**src/rtl/spi_frame_arbiter.sv**
```systemverilog
// spi_frame_arbiter
//   Two requesters share one SPI byte engine. Whole frames are granted
//   round-robin. The grantee's active-low chip select is driven with setup,
//   hold and gap timing, and bytes are streamed between the grantee and the
//   engine.
// Ports
//   clk, rst          system clock; synchronous active-high reset
//   req[1:0]          per-requester frame request (level)
//   gnt[1:0]          one-hot frame grant, held through CS hold
//   tx_data[15:0]     byte from requester i on [8i+7:8i]
//   tx_valid/last     byte valid / last byte of frame
//   tx_ready[1:0]     byte accepted (grantee only, WAIT only, engine idle)
//   rx_data[7:0]      byte received from the engine, shared
//   rx_valid[1:0]     1-cycle pulse to the grantee with rx_data
//   err_timeout[1:0]  1-cycle pulse to the grantee when a stalled frame aborts
//   cs_n[1:0]         active-low chip selects
//   eng_start/eng_tx  1-cycle start pulse and byte for the engine
//   eng_busy/done/rx  engine status, completion pulse and received byte
module spi_frame_arbiter #(
  parameter int unsigned CS_SETUP = 2,
  parameter int unsigned CS_HOLD  = 2,
  parameter int unsigned CS_GAP   = 4,
  parameter int unsigned TIMEOUT  = 255
) (
  input  logic        clk,
  input  logic        rst,
  input  logic [1:0]  req,
  output logic [1:0]  gnt,
  input  logic [15:0] tx_data,
  input  logic [1:0]  tx_valid,
  input  logic [1:0]  tx_last,
  output logic [1:0]  tx_ready,
  output logic [7:0]  rx_data,
  output logic [1:0]  rx_valid,
  output logic [1:0]  err_timeout,
  output logic [1:0]  cs_n,
  output logic        eng_start,
  output logic [7:0]  eng_tx,
  input  logic        eng_busy,
  input  logic        eng_done,
  input  logic [7:0]  eng_rx
);

  typedef enum logic [2:0] {
    ST_IDLE, ST_SETUP, ST_WAIT, ST_BUSY, ST_HOLD, ST_GAP
  } state_t;

  localparam logic [7:0] SETUP_LAST = 8'(CS_SETUP - 1);
  localparam logic [7:0] HOLD_LAST  = 8'(CS_HOLD - 1);
  localparam logic [7:0] GAP_LAST   = 8'(CS_GAP - 1);
  localparam logic [7:0] STALL_LAST = 8'(TIMEOUT - 1);

  state_t     r_state;
  logic       r_ptr;
  logic       r_owner;
  logic       r_last;
  logic [7:0] r_cnt;    // shared by SETUP, HOLD and GAP
  logic [7:0] r_stall;
  logic [1:0] r_gnt;
  logic [1:0] r_cs_n;
  logic [1:0] r_rx_valid;
  logic [1:0] r_err;
  logic       r_eng_start;
  logic [7:0] r_eng_tx;
  logic [7:0] r_rx_data;

  logic       w_win;
  logic [1:0] w_win_oh;
  logic [1:0] w_owner_oh;
  logic       w_tx_valid;
  logic       w_tx_last;
  logic [7:0] w_tx_byte;
  logic [1:0] w_tx_ready;

  always_comb begin
    // The pointer's requester wins if it is asking; otherwise the other one.
    w_win      = req[r_ptr] ? r_ptr : ~r_ptr;
    w_win_oh   = w_win ? 2'b10 : 2'b01;
    w_owner_oh = r_owner ? 2'b10 : 2'b01;
    w_tx_valid = tx_valid[r_owner];
    w_tx_last  = tx_last[r_owner];
    w_tx_byte  = r_owner ? tx_data[15:8] : tx_data[7:0];
    w_tx_ready = (r_state == ST_WAIT && !eng_busy) ? w_owner_oh : '0;
  end

  always_ff @(posedge clk) begin
    if (rst) begin
      r_state     <= ST_IDLE;
      r_ptr       <= 1'b0;
      r_owner     <= 1'b0;
      r_last      <= 1'b0;
      r_cnt       <= '0;
      r_stall     <= '0;
      r_gnt       <= '0;
      r_cs_n      <= '1;
      r_rx_valid  <= '0;
      r_err       <= '0;
      r_eng_start <= 1'b0;
      r_eng_tx    <= '0;
      r_rx_data   <= '0;
    end else begin
      r_eng_start <= 1'b0;
      r_rx_valid  <= '0;
      r_err       <= '0;
      unique case (r_state)
        ST_IDLE: begin
          if (req != '0) begin
            r_owner <= w_win;
            r_ptr   <= ~w_win;
            r_gnt   <= w_win_oh;
            r_cs_n  <= ~w_win_oh;
            r_cnt   <= '0;
            r_state <= ST_SETUP;
          end
        end
        ST_SETUP: begin
          if (r_cnt == SETUP_LAST) begin
            r_cnt   <= '0;
            r_stall <= '0;
            r_state <= ST_WAIT;
          end else begin
            r_cnt <= r_cnt + 8'd1;
          end
        end
        ST_WAIT: begin
          if (w_tx_valid && !eng_busy) begin
            r_eng_tx    <= w_tx_byte;
            r_eng_start <= 1'b1;
            r_last      <= w_tx_last;
            r_stall     <= '0;
            r_state     <= ST_BUSY;
          end else if (r_stall == STALL_LAST) begin
            r_err   <= w_owner_oh;
            r_cnt   <= '0;
            r_state <= ST_HOLD;
          end else begin
            r_stall <= r_stall + 8'd1;
          end
        end
        ST_BUSY: begin
          if (eng_done) begin
            r_rx_data  <= eng_rx;
            r_rx_valid <= w_owner_oh;
            if (r_last) begin
              r_cnt   <= '0;
              r_state <= ST_HOLD;
            end else begin
              r_stall <= '0;
              r_state <= ST_WAIT;
            end
          end
        end
        ST_HOLD: begin
          if (r_cnt == HOLD_LAST) begin
            r_gnt   <= '0;
            r_cs_n  <= '1;
            r_cnt   <= '0;
            r_state <= ST_GAP;
          end else begin
            r_cnt <= r_cnt + 8'd1;
          end
        end
        ST_GAP: begin
          if (r_cnt == GAP_LAST) begin
            r_cnt   <= '0;
            r_state <= ST_IDLE;
          end else begin
            r_cnt <= r_cnt + 8'd1;
          end
        end
        default: r_state <= ST_IDLE;
      endcase
    end
  end

  assign gnt         = r_gnt;
  assign cs_n        = r_cs_n;
  assign tx_ready    = w_tx_ready;
  assign rx_data     = r_rx_data;
  assign rx_valid    = r_rx_valid;
  assign err_timeout = r_err;
  assign eng_start   = r_eng_start;
  assign eng_tx      = r_eng_tx;

endmodule

```
**config.mk**
```make
export PLATFORM = sky130hd
export DESIGN_NAME = spi_frame_arbiter
export DESIGN_NICKNAME = d
export VERILOG_FILES = /design/src/rtl/spi_frame_arbiter.sv
export SDC_FILE = /design/constraint.sdc
export NUM_CORES = 1
export LEC_CHECK = 0
export ABC_CLOCK_PERIOD_IN_PS = 2600
export CORE_MARGIN = 2
export CORE_UTILIZATION = 40
export CTS_CLUSTER_SIZE = 8
export DETAILED_ROUTE_END_ITERATION = 8
export PLACE_DENSITY = 0.65
export SETUP_SLACK_MARGIN = 0.3
export SLEW_MARGIN = 20
export SYNTH_ARGS = -nofsm -noshare
export SYNTH_HDL_FRONTEND = slang
export SYNTH_SLANG_ARGS = --single-unit
```
**constraint.sdc**
```tcl
create_clock -name clk -period 2.6 [get_ports clk]
set_input_delay 0.52 -clock clk [delete_from_list [all_inputs] [get_ports clk]]
set_output_delay 0.52 -clock clk [all_outputs]
set_load 0.01 [all_outputs]
```
==> flow_summary.yaml, run 1 <==
die:
  core-area_um2: 5510
  die_w_um: 79.7
  rows: 27
  start_util_pct: 41.6
  dieArea_um2: 6360
  die_h_um: 79.7
  num_io_pins: 61
setup_path:
  cp.depth: 5
  slowest_stage: "clkdlybuf4s50_1"
  cp.required_ps: 2080
  cp-end-kind: "output pin"
  timing.rr.end: "r_cnt[7]"
  cpPeakStageDelay_ps: 470
  endpoint: "tx_ready[0]"
  r2r-start: "r_state[0]"
  rr_worst_depth: 7
  critPathKind: "primary input to output pin"
  critPathTopFamily: "buffers and inverters"
  critPathArrivalTime_ps: 1740
  cp_cell_sequence: "clkdlybuf4s50_1 > buf_4 > nand2b_1 > nor2_1 > dlygate4sd2_1"
  start_kind: "primary input"
  worstSetupStartpoint: "eng_busy"
  cp_num_buf_inv: 3
  cp_max_fo: 5
  r2r_setup_slack_ps: 560
finish:
  layout.nets: 369
  n_antenna_cell: 0
  drive_above_1_share_pct: 9.94
  fillers: 524
  area_growth_syn_to_layout_pct: 36.9
  layoutNonFillerInstCount: 404
run_status:
  outcome: "complete, no violations"
drt:
  firstDrtPassIters: 4
  viasPerCell: 5.32
  drc: 0
  dr_total_vias: 2148
  wire_per_inst_um: 13.9
  drtIter0Drc: 114
  detail-route-antenna-nets: 0
  drt_wl_total_mm: 5.63
global_route:
  grt_max_degree: 21
  met2_usage_pct: 28.7
  grt-busiest-layer: "met2"
  gr-usage-all-layers_pct: 17.8
  grt_pass1_vias: 1899
  gr-total-overflow: 0
  grt_antenna_before_repair: 0
  grt_util_met3_pct: 3.73
  met1_usage_pct: 23.5
  grt_pass1_wl_mm: 9.03
logic_synthesis:
  synth_area_leaders: "dfxtp_1, a21oi_1, nand2_1"
  synth_edf_count: 0
  synth_warnings: 0
  synth_top_area_share_pct: 41.0
  syn_area_per_cell_um2: 8.69
  ys_ff_latch: 47
  syn_inst: 264
  yosysTopAreaCell: "dfxtp_1"
  synth.cell_area_um2: 2290
  yosys-top-cells-count: "dfxtp_1, nand2_1, nor2_1"
  syn_nets: 302
  synth-seq-area-share_pct: 41.0
  synth_ff_type: "dfxtp_1"
  async_flop_share_pct: 0
  yosysMostFrequentCell: "dfxtp_1"
  synth_cell_type_count: 51
clocking:
  cts_sinks: 47
  clk-insertion-delay-late_ps: 310
  path_clk_slew_ps: 100
  h-tree-depth: 2
  cts_buffers: 5
  clockRootBuffer: "clkbuf_8"
  cts_max_path_buffers: 2
  cts_tree: "built"
  ctsHoldBuffers: 0
sta:
  post-route-min-period_ps: 2260
  fin_tns_setup_ps: 0
  max_slew_margin_pct: 63.7
  finalHoldViolations: 0
  clock.fmax_mhz: 443
  timing.final.crit_share_pct: 86.7
  holdWs_ps: 459
  tightest_slew_ps: 531
  slew_violations: 0
  grt_setup_unrepaired: "true"
  setup_viol: 0
  fin_skew_ps: 11.9
pwr:
  p_total_mw: 2.18
  cellPowerDensity_nw_per_um2: 696
  clkPwrFrac_pct: 25.9
  combPwrFrac_pct: 34.8
  p_int_mw: 1.43
  pwr-share-seq_pct: 39.3
  leakagePower_nw: 1.15
  p_sw_uw: 757
  vdd_drop_max_v: 0.000367
  p_sw_share_pct: 34.7
min_path:
  hold_path.class: "register to register"
  holdPathStages: 2
place:
  place_hpwl_mm: 4.07
  dpl.cell_count: 396
  place_congestion: 0.762
  port_buffers: 60
flow_run:
  maxCapViolCount: 0
placed cells by master, fill, tap and decap left out, types with 2 or more instances in the layout:
cell             netlist  final
a211o_1                2      2
a211oi_1              12     12
a21oi_1               24     24
a311oi_1               2      2
a31oi_1                2      2
and2_1                 2      2
and3_1                 7      7
buf_4                  0     11
clkbuf_8               0      5
clkdlybuf4s50_1        0     58
dfxtp_1               47     47
ha_1                   4      4
inv_1                  6      6
mux2i_1                9      9
nand2_1               28     28
nand2b_1               2      2
nand3_1                6      6
nand4_1                7      7
nor2_1                28     28
nor2b_1                4      4
nor3_1                 6      6
nor4_1                 3      3
o2111ai_1              2      2
o211a_1                2      2
o211ai_1               2      2
o21ai_0               12     12
or2_2                  3      3
or3_1                  4      4
xor2_1                 4      4
repair_timing:
item                                    CTS  global route
setup buffers                             0             0
endpoints found under the hold margin     0             0
resized for setup                         2             2
endpoints found under the setup margin    2             1
how the worst min path moves through the flow:
stage / startpoint / end
after global routing: rx_data[2] / rx_data[2]
after global placement: rx_data[5] / rx_data[5]
after floorplan: r_stall[6] / r_stall[6]
final: gnt[1] / gnt[1]
after CTS: gnt[1] / gnt[1]
after detailed placement: gnt[1] / gnt[1]
kinds of logic (layout without fill, tap and decap cells):
kind of cell	count (synthesis)	in the layout	share of synthesized area, %
simple gates	111	111	25.6
compound gates	70	70	20.9
flops	47	47	41.0
buf+inv	17	85	3.55
mux	11	11	5.18
fa+ha+maj	4	4	2.18
xor+xnor	4	4	1.53
metal layers:
layer	part of all wire [%]	vias to the layer above
met3	4.3	4
met5	0	-
li1	-	1099
met1	45	996
met4	0.52	0
met2	50	49
flip-flops by register name, summed over array words and instances (netlist names):
signal	flops
cs_n	2
r_last	1
r_cnt	8
r_stall	8
rx_data	8
eng_tx	8
err_timeout	2
r_ptr	1
r_state	3
rx_valid	2
r_owner	1
eng_start	1
gnt	2
stage by stage:
step	util [%]	area, um^2	setup WS [ps]
4_1_cts	56.8	3130	144
3_5_place_dp	54.6	3010	63.7
2_1_floorplan	-	2290	855
6_report	57.0	3140	345
3_3_place_gp	54.6	3010	56.5
5_1_grt	57.0	3140	279
layout make-up:
class                   instances  area [um^2]  area share [%]
multi-input cells             200         1290            41.0
flip-flops and latches         47          941            30.0
repair buffers                 71          684            21.8
well taps                      72         90.1            2.87
clock buffers                   5         68.8            2.19
clock inverters                 3         47.5            1.51
inverters                       6         22.5           0.717
worst min-delay path, delay by kind of cell, from the launching register on:
| family | cells | cell delay (ps) |
|---|---|---|
| compound gates | 1 | 50 |
| flops | 1 | 320 |
| simple gates | 1 | 50 |
power by group through the flow:
stage	registers (mW)	logic, mW	clock network (mW)
after floorplan	0.863	0.492	0
after global placement	0.867	0.743	0
after detailed placement	0.869	0.753	0
after CTS	0.854	0.756	0.574
after global routing	0.870	0.843	0.600
final	0.859	0.760	0.566
Power figures use the tool's default switching activity.
==> inputs of run 2 (changes only) <==
REMOVE_ABC_BUFFERS = 1   (was unset)
SLEW_MARGIN = 5   (was 20)
==> run 2 against run 1 <==
  * Wire length shrank 4.8%
  * Worst hold slack got worse by 2.0 ps
  * Clock power down 2%
  * Register-to-register slack better by 50 ps
  * Critical path type unchanged
==> flow_summary.yaml, run 2 (synthesized netlist as in run 1, its figures left out) <==
run_status:
  outcome: "complete, no violations"
pwr:
  leakagePower_nw: 1.17
  cellPowerDensity_nw_per_um2: 687
  vdd_drop_max_v: 0.000271
die:
  die_h_um: 79.7
  rows: 27
  num_io_pins: 61
  core-area_um2: 5510
  start_util_pct: 41.6
  dieArea_um2: 6360
  die_w_um: 79.7
min_path:
  hold_path.class: "register to register"
finish:
  multi_input_area_um2: 1280
  regArea_um2: 941
  layoutNonFillerInstCount: 408
  drive_above_1_share_pct: 11.0
  area_growth_syn_to_layout_pct: 37.9
  layout.nets: 373
  layout_commonest_cell: "clkdlybuf4s50_1"
  final_area_um2: 3160
  fillers: 516
  final_cell_mix: "clkdlybuf4s50_1, dfxtp_1, nor2_1, nand2_1, a21oi_1"
  n_antenna_cell: 0
clocking:
  path_clk_slew_ps: 80
  cts_sinks: 47
  cts_buffers: 5
  cts_setup_buffers: 0
  cts_tree: "built"
  cts_max_path_buffers: 2
  clk-insertion-delay-late_ps: 300
  clockRootBuffer: "clkbuf_8"
  h-tree-depth: 2
sta:
  timing.final.crit_share_pct: 84.7
  fin_tns_setup_ps: 0
  post-route-min-period_ps: 2200
  tightest_slew_ps: 575
  clock.fmax_mhz: 454
  fin_skew_ps: 7.34
  holdWs_ps: 457
  finalHoldViolations: 0
  grt_setup_unrepaired: "false"
  slew_violations: 0
  max_slew_margin_pct: 60.7
  setup_viol: 0
  fin_ws_ps: 398
drt:
  drtIter0Drc: 109
  drt_wl_total_mm: 5.36
  dr_total_vias: 2161
  route.met3.wl_um: 470
  wire_per_inst_um: 13.1
  detail-route-antenna-nets: 0
  wl_met2_mm: 2.31
  drc: 0
  drt-met1-wl_mm: 2.52
  firstDrtPassIters: 5
  routed.top_layer: "met4"
  viasPerCell: 5.30
setup_path:
  cp-end-kind: "output pin"
  cpPeakStageDelay_ps: 440
  cp.required_ps: 2080
  r2r_setup_slack_ps: 610
  critPathKind: "primary input to output pin"
  critPathArrivalTime_ps: 1680
  cp_cell_sequence: "clkdlybuf4s50_1 > buf_4 > nand2b_1 > nor2_1 > dlygate4sd2_1"
  cp_max_fo: 5
  start_kind: "primary input"
  slowest_stage: "clkdlybuf4s50_1"
global_route:
  grt_pass1_vias: 1919
  grt_pass1_wl_mm: 8.69
  grt_max_degree: 17
  gr-total-overflow: 0
  gr-usage-all-layers_pct: 17.2
  grt_antenna_before_repair: 0
place:
  place_area_um2: 3040
  place_congestion: 0.784
  dpl.cell_count: 400
  pre_cts_ws_ps: 78.2
  place_hpwl_mm: 3.93
  port_buffers: 60
flow_run:
  maxCapViolCount: 0
[run 2: changes by cell type in the layout (fill, tap and decap cells not counted), sizes merged]
cell / delta
buf: +4
clkbuf: +1
inv: -1
[run 2: layer usage]
metal,GRT usage [%],vias to the layer above
li1,-,1108
met1,21.6,967
met2,27.5,81
met3,5.66,5
met4,6.21,0
met5,0,-
[run 2: through the flow]
step / power (mW) / utilization, %
after global placement: 1.63 / 55.2
after detailed placement: 1.63 / 55.2
after floorplan: 1.32 / -
after global routing: 2.31 / 57.4
final: 2.17 / 57.4
after CTS: 2.19 / 57.4
[run 2: worst paths after layout]
| check | startpoint | to | cells after the start |
|---|---|---|---|
| worst max-delay path | eng_busy | tx_ready[0] | 5 |
| worst max register to register | r_state[0] | r_cnt[7] | 7 |
| worst min-delay path | rx_data[0] | rx_data[0] | 2 |
| worst min register to register | rx_data[0] | rx_data[0] | 2 |
[run 2: critical path, delay by kind of cell]
kind	cells	cell delay, ps
buf+inv	3	880
simple gates	2	280
[run 2: cell type report]
class | instances | share of cell area, %
Tap cell | 72 | 2.85
Clock buffer | 6 | 2.61
Sequential cell | 47 | 29.7
Clock inverter | 2 | 1.11
Multi-Input combinational cell | 200 | 40.4
Timing Repair Buffer | 75 | 22.6
Inverter | 6 | 0.712
[run 2: where the power goes]
part	switching (mW)	leakage, nW	internal [mW]
registers	0.0789	0.381	0.789
logic	0.396	0.726	0.358
clock network	0.241	0.0612	0.311
total	0.716	1.17	1.46
[run 2: timing repair]
| action | CTS | global route |
|---|---|---|
| setup endpoints to repair | 2 | 1 |
| cloned | 0 | 0 |
| gates resized for setup | 2 | 1 |
| pin swaps | 0 | 1 |
| hold buffers | 0 | 0 |
